$ cat src/rtl/pn_pkg.sv
// Shared types and constants for the PN token feeder: token layout, operator
// and mode codes, FSM state encoding and default sizing.
package pn_pkg;

  localparam int VAL_W        = 3;
  localparam int MODE_W       = 2;
  localparam int TOK_W        = VAL_W + 1;  // {operator flag, value}
  localparam int MAX_TOK_DEF  = 12;
  localparam int MAX_WAIT_DEF = 255;

  typedef enum logic [VAL_W-1:0] {
    OP_ADD     = 3'd0,
    OP_SUB     = 3'd1,
    OP_MUL     = 3'd2,
    OP_ABS_SUM = 3'd3
  } op_e;

  typedef enum logic [MODE_W-1:0] {
    MODE_PREFIX  = 2'd0,
    MODE_1       = 2'd1,
    MODE_2       = 2'd2,
    MODE_POSTFIX = 2'd3
  } mode_e;

  typedef enum logic [2:0] {
    S_IDLE      = 3'd0,
    S_LOAD      = 3'd1,
    S_DROP      = 3'd2,
    S_ISSUE     = 3'd3,
    S_WAIT_DONE = 3'd4
  } state_e;

  // An expression is accepted only when its token count is a non-zero
  // multiple of three that fits in the buffer.
  function automatic logic valid_len(input int n, input int max_tok);
    return (n >= 3) && (n <= max_tok) && ((n % 3) == 0);
  endfunction

endpackage

$ cat src/rtl/pn_tok_buf.sv
// Token storage for one expression: DEPTH x TOK_W register file with one
// synchronous write port and one combinational read port.
module pn_tok_buf
  import pn_pkg::*;
#(
  parameter int DEPTH = MAX_TOK_DEF,
  parameter int AW    = $clog2(MAX_TOK_DEF)
) (
  input  logic             clk,
  input  logic             rst_n,
  input  logic             i_we,
  input  logic [AW-1:0]    i_waddr,
  input  logic [TOK_W-1:0] i_wdata,
  input  logic [AW-1:0]    i_raddr,
  output logic [TOK_W-1:0] o_rdata
);

  logic [TOK_W-1:0] r_mem [DEPTH];

  always_ff @(posedge clk or negedge rst_n) begin
    if (!rst_n) begin
      for (int i = 0; i < DEPTH; i++) r_mem[i] <= '0;
    end else if (i_we) begin
      r_mem[i_waddr] <= i_wdata;
    end
  end

  assign o_rdata = r_mem[i_raddr];

endmodule

$ cat src/rtl/pn_token_feeder.sv
// Collects one expression of tokens, checks its length, replays it to the PN
// stage as a contiguous burst and waits for the PN stage to finish.
module pn_token_feeder
  import pn_pkg::*;
#(
  parameter int MAX_TOK  = MAX_TOK_DEF,
  parameter int MAX_WAIT = MAX_WAIT_DEF
) (
  input  logic              clk,
  input  logic              rst_n,
  input  logic              tok_valid,
  output logic              tok_ready,
  input  logic              tok_op,
  input  logic [VAL_W-1:0]  tok_val,
  input  logic              tok_last,
  input  logic [MODE_W-1:0] tok_mode,
  output logic [MODE_W-1:0] mode,
  output logic              operator,
  output logic [VAL_W-1:0]  in,
  output logic              in_valid,
  input  logic              pn_out_valid,
  output logic              busy,
  output logic              err
);

  // state       | meaning
  // S_IDLE      | no expression held; waiting for a first token
  // S_LOAD      | storing tokens until tok_last
  // S_DROP      | expression overflowed; swallowing tokens until tok_last
  // S_ISSUE     | replaying stored tokens, one per cycle
  // S_WAIT_DONE | waiting for PN-stage out_valid to fall, or timeout

  localparam int CW = $clog2(MAX_TOK + 2);
  localparam int AW = $clog2(MAX_TOK);
  localparam int WW = $clog2(MAX_WAIT + 1);

  state_e            r_state, w_next;
  logic [CW-1:0]     r_count, w_count_nxt, w_cnt_inc;
  logic [CW-1:0]     r_idx, w_idx_nxt;
  logic [WW-1:0]     r_wait, w_wait_nxt;
  logic              r_seen, w_seen_nxt;
  logic [MODE_W-1:0] r_mode_lat, w_mode_lat_nxt;

  logic              r_tok_ready, w_ready_nxt;
  logic              r_busy, w_busy_nxt;
  logic              r_err, w_err_nxt;
  logic              r_in_valid, w_iv_nxt;
  logic              r_operator, w_op_nxt;
  logic [VAL_W-1:0]  r_in, w_in_nxt;
  logic [MODE_W-1:0] r_mode, w_mode_nxt;

  logic              w_hs;
  logic              w_we;
  logic [AW-1:0]     w_waddr, w_raddr;
  logic [TOK_W-1:0]  w_wdata, w_rdata;

  assign w_hs      = tok_valid & r_tok_ready;
  assign w_cnt_inc = r_count + CW'(1);
  assign w_wdata   = {tok_op, tok_val};

  pn_tok_buf #(
    .DEPTH (MAX_TOK),
    .AW    (AW)
  ) u_tok_buf (
    .clk     (clk),
    .rst_n   (rst_n),
    .i_we    (w_we),
    .i_waddr (w_waddr),
    .i_wdata (w_wdata),
    .i_raddr (w_raddr),
    .o_rdata (w_rdata)
  );

  always_comb begin
    w_next         = r_state;
    w_count_nxt    = r_count;
    w_idx_nxt      = r_idx;
    w_wait_nxt     = r_wait;
    w_seen_nxt     = r_seen;
    w_mode_lat_nxt = r_mode_lat;
    w_we           = 1'b0;
    w_waddr        = AW'(r_count);
    w_raddr        = AW'(r_idx);
    w_err_nxt      = 1'b0;
    w_iv_nxt       = 1'b0;
    w_op_nxt       = 1'b0;
    w_in_nxt       = '0;
    w_mode_nxt     = '0;

    case (r_state)
      S_IDLE: begin
        if (w_hs) begin
          if (tok_last) begin
            w_err_nxt = 1'b1;
          end else begin
            w_we           = 1'b1;
            w_waddr        = '0;
            w_count_nxt    = CW'(1);
            w_mode_lat_nxt = tok_mode;
            w_next         = S_LOAD;
          end
        end
      end
      S_LOAD: begin
        if (w_hs) begin
          if (tok_last) begin
            if (valid_len(int'(w_cnt_inc), MAX_TOK)) begin
              // first burst token is presented on the cycle after tok_last
              w_we        = 1'b1;
              w_count_nxt = w_cnt_inc;
              w_raddr     = '0;
              w_iv_nxt    = 1'b1;
              w_op_nxt    = w_rdata[TOK_W-1];
              w_in_nxt    = w_rdata[VAL_W-1:0];
              w_mode_nxt  = r_mode_lat;
              w_idx_nxt   = CW'(1);
              w_next      = S_ISSUE;
            end else begin
              w_err_nxt   = 1'b1;
              w_count_nxt = '0;
              w_next      = S_IDLE;
            end
          end else if (int'(w_cnt_inc) > MAX_TOK) begin
            w_count_nxt = '0;
            w_next      = S_DROP;
          end else begin
            w_we        = 1'b1;
            w_count_nxt = w_cnt_inc;
          end
        end
      end
      S_DROP: begin
        if (w_hs && tok_last) begin
          w_err_nxt = 1'b1;
          w_next    = S_IDLE;
        end
      end
      S_ISSUE: begin
        if (r_idx == r_count) begin
          w_idx_nxt   = '0;
          w_count_nxt = '0;
          w_wait_nxt  = WW'(MAX_WAIT - 1);
          w_seen_nxt  = 1'b0;
          w_next      = S_WAIT_DONE;
        end else begin
          w_iv_nxt   = 1'b1;
          w_op_nxt   = w_rdata[TOK_W-1];
          w_in_nxt   = w_rdata[VAL_W-1:0];
          w_mode_nxt = r_mode_lat;
          w_idx_nxt  = r_idx + CW'(1);
        end
      end
      S_WAIT_DONE: begin
        if (r_seen && !pn_out_valid) begin
          w_wait_nxt = '0;
          w_seen_nxt = 1'b0;
          w_next     = S_IDLE;
        end else if (r_wait == '0) begin
          w_err_nxt  = 1'b1;
          w_seen_nxt = 1'b0;
          w_next     = S_IDLE;
        end else begin
          w_wait_nxt = r_wait - WW'(1);
          w_seen_nxt = r_seen | pn_out_valid;
        end
      end
      default: w_next = S_IDLE;
    endcase

    // Holding tok_ready low during the err cycle keeps rejections apart.
    w_ready_nxt = ((w_next == S_IDLE) || (w_next == S_LOAD) || (w_next == S_DROP))
                  && !w_err_nxt;
    w_busy_nxt  = (w_next != S_IDLE);
  end

  always_ff @(posedge clk or negedge rst_n) begin
    if (!rst_n) begin
      r_state     <= S_IDLE;
      r_count     <= '0;
      r_idx       <= '0;
      r_wait      <= '0;
      r_seen      <= 1'b0;
      r_mode_lat  <= '0;
      r_tok_ready <= 1'b1;
      r_busy      <= 1'b0;
      r_err       <= 1'b0;
      r_in_valid  <= 1'b0;
      r_operator  <= 1'b0;
      r_in        <= '0;
      r_mode      <= '0;
    end else begin
      r_state     <= w_next;
      r_count     <= w_count_nxt;
      r_idx       <= w_idx_nxt;
      r_wait      <= w_wait_nxt;
      r_seen      <= w_seen_nxt;
      r_mode_lat  <= w_mode_lat_nxt;
      r_tok_ready <= w_ready_nxt;
      r_busy      <= w_busy_nxt;
      r_err       <= w_err_nxt;
      r_in_valid  <= w_iv_nxt;
      r_operator  <= w_op_nxt;
      r_in        <= w_in_nxt;
      r_mode      <= w_mode_nxt;
    end
  end

  assign tok_ready = r_tok_ready;
  assign busy      = r_busy;
  assign err       = r_err;
  assign in_valid  = r_in_valid;
  assign operator  = r_operator;
  assign in        = r_in;
  assign mode      = r_mode;

endmodule

$ cat config.mk
export PLATFORM = sky130hd
export DESIGN_NAME = pn_token_feeder
export DESIGN_NICKNAME = d
export VERILOG_FILES = /design/src/rtl/pn_pkg.sv /design/src/rtl/pn_tok_buf.sv /design/src/rtl/pn_token_feeder.sv
export SDC_FILE = /design/constraint.sdc
export NUM_CORES = 1
export LEC_CHECK = 0
export ABC_AREA = 1
export CELL_PAD_IN_SITES_DETAIL_PLACEMENT = 2
export CELL_PAD_IN_SITES_GLOBAL_PLACEMENT = 2
export CORE_MARGIN = 10
export CORE_UTILIZATION = 36
export DETAILED_ROUTE_END_ITERATION = 6
export HOLD_SLACK_MARGIN = 0.15
export PLACE_DENSITY = 0.8
export SYNTH_ARGS = -nofsm -noshare
export SYNTH_HDL_FRONTEND = slang
export SYNTH_SLANG_ARGS = --single-unit
$ cat constraint.sdc
create_clock -name clk -period 4.63 [get_ports clk]
set_input_delay 0.926 -clock clk [delete_from_list [all_inputs] [get_ports clk]]
set_output_delay 0.926 -clock clk [all_outputs]
set_load 0.02 [all_outputs]
==> results of run 1 <==
## routing by layer
metal / vias up / wire length, um
met5: - / 0
met4: 0 / 238
met3: 14 / 415
met2: 43 / 7177
met1: 1987 / 5860
li1: 1888 / -
## flip-flops by register name, indices dropped and copies added, names as in the netlist, 2 cells and up
signal and flops:
r_wait 8, mode 2, r_state 3, r_idx 4, u_tok_buf.r_mem 48, in 3, r_count 4, r_mode_lat 2
## layout make-up
cell class	count	area, um^2	area share, %
multi-input combinational	408	2078	41.31
inverter	67	251.5	4.999
timing repair buffer	24	227.7	4.526
tap	147	183.9	3.656
sequential	80	2006	39.87
clock buffer	12	236.5	4.700
clock inverter	4	47.55	0.9450
## how the worst min path moves through the flow
stage / slack (ps) / from / end / cells past startpoint
after detailed placement: 480 / u_tok_buf.r_mem[15] / u_tok_buf.r_mem[15] / 2
final: 490 / u_tok_buf.r_mem[20] / u_tok_buf.r_mem[20] / 2
after CTS: 490 / u_tok_buf.r_mem[20] / u_tok_buf.r_mem[20] / 2
after floorplan: 450 / u_tok_buf.r_mem[4] / u_tok_buf.r_mem[4] / 2
after global placement: 470 / u_tok_buf.r_mem[5] / u_tok_buf.r_mem[5] / 2
after global routing: 530 / u_tok_buf.r_mem[35] / u_tok_buf.r_mem[35] / 2
## placed cells by master (no fill, tap or decap), drive strengths merged, types with 2 or more instances in the layout
cell / count
nand2: 171
dfrtp: 79
inv: 67
o21ai: 64
nor2: 53
nand3: 47
clkdlybuf4s50: 19
a21oi: 12
clkbuf: 12
ha: 10
nand4: 7
xor2: 6
a21boi: 6
nor3: 5
buf: 5
or2: 4
o2111ai: 4
a31oi: 4
o22ai: 3
o31ai: 2
o32ai: 2
clkinv: 2
o211ai: 2
## critical path: cells and delay by family, from the launching register on
family	cells	cell delay, ps
adders and majority gates	4	1070
buffers and inverters	4	610
DFF	1	490
and+or+nand+nor	19	1880
## logic make-up after synthesis
family / share of synthesized area, %
compound gates: 13.45
simple gates: 29.38
fa+ha+maj: 2.850
xor+xnor: 1.396
flops: 45.63
buf+inv: 7.295
## power by group through the flow
stage	Clock, mW	Combinational [mW]	Sequential, mW
2_1_floorplan	0	1.01	1.01
3_3_place_gp	0	1.27	1.09
3_5_place_dp	0	1.35	1.10
4_1_cts	0.731	1.36	1.09
5_1_grt	0.767	1.55	1.13
6_report	0.712	1.34	1.10
## through the flow
stage / TNS [ps] / instances / utilization (%) / area, um^2 / setup WS, ps
after global placement: 0 / 726 / 39.57 / 4733 / 396.2
after global routing: -1.534 / 742 / 42.06 / 5031 / -1.534
after floorplan: 0 / 570 / - / 4390 / 1206
after CTS: 0 / 742 / 41.95 / 5017 / 101.1
after detailed placement: 0 / 726 / 39.57 / 4733 / 155.4
final: 0 / 742 / 42.06 / 5031 / 469.7
## timing repair
item	4_1_cts	5_1_grt
endpoints found under the setup margin	0	9
endpoints found under the hold margin	0	0
gates resized for setup	0	4
==> results.toml, run 1 <==
[timing]
maxClockFrequency_mhz = 240.4
min_period_ps = 4160
whs_ps = 493.6
tightest_slew_ps = 1067
relSlewSlack_pct = 28.90
final-setup-viol-count = 0
period_share_pct = 89.86
slew_viol_final = 0
timing.final.hold_violations = 0
finalClockSkew_ps = 6.539

[power]
internal_power_mw = 1.780
seq_power_share_pct = 34.8
leakage_nw = 2.419
p_comb_share_pct = 42.7
p_clk_share_pct = 22.6
ir_drop_mv = 0.2658
p_sw_share_pct = 43.54
p_per_area_nw_per_um2 = 626.5
p_sw_mw = 1.372
total_power_mw = 3.152

[yosys]
synthCells = 570
synthesis.area_um2 = 4390
synth_nets = 591
synthFlopType = "dfrtp_1"
synth_most_common_cell = "nand2_1"
avgSynthCellArea_um2 = 7.703
yosysWarnings = 0
synth.area.top_cells = "dfrtp_1, nand2_1, o21ai_1, inv_1, nand3_1"
yosysTopAreaCellShare_pct = 45.03
synth_commonest_cells = "nand2_1, dfrtp_1, inv_1"
async_reset_ff_share_pct = 100.0
ys_seq_elements = 80
synth_seq_area_share_pct = 45.63
ys_types = 39
synth_area_leader_cell = "dfrtp_1"
synth-edff-count = 0

[grt]
use_met1_pct = 19.93
grtUsageTotal_pct = 17.42
grt_max_degree = 81
use_met2_pct = 31.05
gr-total-overflow = 0
grt_pass1_wl_mm = 23.05
antenna_found_initial = 0
grt_pass1_vias = 4499
grtUsageMet3_pct = 3.989
busiest_layer = "met2"

[critical_path]
start_kind = "register"
startpoint = "r_count[0]"
r2r-end = "in[2]"
crit_type = "register to register"
cp_slowest_cell = "dfrtp_2"
end_kind = "register"
reg2reg_setup_slack_ps = 470
critPathMostFrequentCell = "nand2_1"
cpPeakStageDelay_ps = 490
rr_worst_depth = 27
cp_max_fo = 15
r2r-start = "r_count[0]"
cp.required_ps = 4870
worstPathArrival_ps = 4400
critPathCapture = "in[2]"

[die]
die_w_um = 130.4
core_area_um2 = 11960
die_area_um2 = 17010
ios = 21
die_h_um = 130.4
rows = 40
initial_core_util_pct = 36.71

[layout]
nFillCells = 1403
syn2layout_area_growth_pct = 14.59
drive_above_1_share_pct = 9.748
final_nets = 611
antenna_cells = 0

[drt]
firstDrtPassIters = 4
vias = 3932
ant_nets = 0
vias_per_cell = 5.299
wl_per_cell_um = 18.45
drc = 0
routed_wl_mm = 13.69
drt_iter0_drc = 194

[cts]
cts_max_level = 3
cts_tree = "built"
cts_buffers = 9
cts_root_buffer = "clkbuf_16"
path_clk_slew_ps = 60
ctsHoldBuffers = 0
post_cts_buffers = 0
cts_sinks = 80
worstSkewPairLatency_ps = 350
cts_buffer_depth = 2

[placement]
gp_congestion = 0.8379
numPortBuffers = 20
dpl.hpwl_mm = 10.06

[run_status]
outcome = "completed"

[flow_run]
maxCapViolCount = 0

[min_path]
min_path_type = "register to register"
(Power assumes the default switching activity.)
==> run 2: changes to the inputs <==
- SKIP_CTS_REPAIR_TIMING: unset -> 1
==> results of run 2 <==
The final DEF is identical to that of run 1; final timing and power are the same.
==> run 3: changes to the inputs <==
- CORE_UTILIZATION: 36 -> 37
- CTS_BUF_LIST: unset -> sky130_fd_sc_hd__clkbuf_4 sky130_fd_sc_hd__clkbuf_8
==> results.toml, run 3 (synthesis gave the netlist of run 1 again) <==
[cts]
cts_tree = "built"
worstSkewPairLatency_ps = 380
cts_root_buffer = "clkbuf_8"
cts_max_level = 3
cts_buffers = 9
cts_sinks = 80
cts_buffer_depth = 2
path_clk_slew_ps = 90

[critical_path]
end_kind = "register"
cp_max_fo = 10
start_kind = "register"
cpPeakStageDelay_ps = 490
cp.required_ps = 4870
critPathMostFrequentCell = "nand2_1"
crit_type = "register to register"
worstPathArrival_ps = 4500
critPathBufInv = 5
cp_slowest_cell = "dfrtp_2"
critPathTopFamily = "simple AND/OR/NAND/NOR gates"

[die]
rows = 39
core_area_um2 = 11520
die_w_um = 128.9
ios = 21
die_area_um2 = 16620
initial_core_util_pct = 38.12
die_h_um = 128.9

[layout]
layout_common_cells = "nand2_1, dfrtp_1, inv_1"
antenna_cells = 0
drive_above_1_share_pct = 10.55
layout_commonest_cell = "nand2_1"
largest_reg_flops = 48
fin_cells = 740
syn2layout_area_growth_pct = 13.37
reg.largest.list = "u_tok_buf.r_mem (48), r_wait (8)"
final_nets = 613
top_register = "u_tok_buf.r_mem"
design_area_um2 = 4977

[timing]
min_period_ps = 4267
slew_viol_final = 0
whs_ps = 499.2
timing.final.hold_violations = 0
setup_ws_ps = 362.9
final-setup-viol-count = 0
period_share_pct = 92.16
finalClockSkew_ps = 11.88
relSlewSlack_pct = 28.88
tightest_slew_ps = 1067
maxClockFrequency_mhz = 234.4

[power]
p_per_area_nw_per_um2 = 618.1
p_sw_mw = 1.407
p_clk_share_pct = 18.8
internal_power_mw = 1.670
p_sw_share_pct = 45.72
leakage_nw = 2.400
ir_drop_mv = 0.2177
p_comb_share_pct = 46.8
total_power_mw = 3.077
seq_power_share_pct = 34.5

[drt]
routed_wl_mm = 14.20
firstDrtPassIters = 4
ant_nets = 0
drt_iter0_drc = 200
drc = 0
vias = 3982
vias_per_cell = 5.381
wl_per_cell_um = 19.19

[run_status]
outcome = "completed"

[placement]
dpl.hpwl_mm = 10.44
gp_congestion = 0.8083
placed_cell_area_um2 = 4728
place_inst = 722
post-place-ws_ps = 154.6
numPortBuffers = 20

[min_path]
min_path_type = "register to register"

[grt]
grt_pass1_wl_mm = 23.63
grtUsageTotal_pct = 18.00
grt_max_degree = 81
grt_pass1_vias = 4443
gr-total-overflow = 0
antenna_found_initial = 0

[flow_run]
maxCapViolCount = 0
## run 3: cell types whose count changed in the layout (fill, tap and decap cells not counted)
cell       before  now
buf_6           0    1
clkbuf_16       9    0
clkbuf_1        3    0
clkbuf_8        0   12
clkinv_2        2    1
clkinv_4        0    1
buf_4           5    6
## run 3: metrics by stage
stage	utilization, %	setup TNS, ps
after global placement	41.06	0
after detailed placement	41.06	0
after floorplan	-	0
after global routing	43.22	-0.8868
final	43.22	0
after CTS	42.94	0
## run 3: cell type report
cell class / count / area [um^2]
Timing Repair Buffer: 26 / 246.5
Clock buffer: 12 / 165.2
Sequential cell: 80 / 2006
Clock inverter: 4 / 51.30
Tap cell: 143 / 178.9
Fill cell: 1325 / 6539
Inverter: 67 / 251.5
Multi-Input combinational cell: 408 / 2078
## run 3: per-layer routing
layer	vias up	share of wire [%]	global-route usage, %
li1	1892	-	-
met1	2037	45	21.89
met4	0	1.5	6.020
met3	17	2.4	2.875
met2	36	51	31.71
met5	-	0	0
## run 3: final timing paths
check / start / end / slack [ps] / cells past startpoint
worst min register to register: u_tok_buf.r_mem[36] / u_tok_buf.r_mem[36] / 500 / 2
worst max-delay path: r_count[0] / u_tok_buf.r_mem[45] / 360 / 28
worst max register to register: r_count[0] / u_tok_buf.r_mem[45] / 360 / 28
worst min-delay path: u_tok_buf.r_mem[36] / u_tok_buf.r_mem[36] / 500 / 2
max in group asynchronous: rst_n / r_count[1] / 3120 / 1
min in group asynchronous: rst_n / u_tok_buf.r_mem[18] / 720 / 1
## run 3: power groups by stage
stage	Clock [mW]	Sequential, mW	Combinational, mW
global route	0.619	1.09	1.65
floorplan	0	1.01	1.01
finish	0.577	1.06	1.44
detailed placement	0	1.07	1.40
global placement	0	1.06	1.32
CTS	0.596	1.06	1.42
## run 3: worst min-delay path: stages, from the launching register on
cell and delay [ps]:
dfrtp_1 350, nand2_1 50, o21ai_1 60
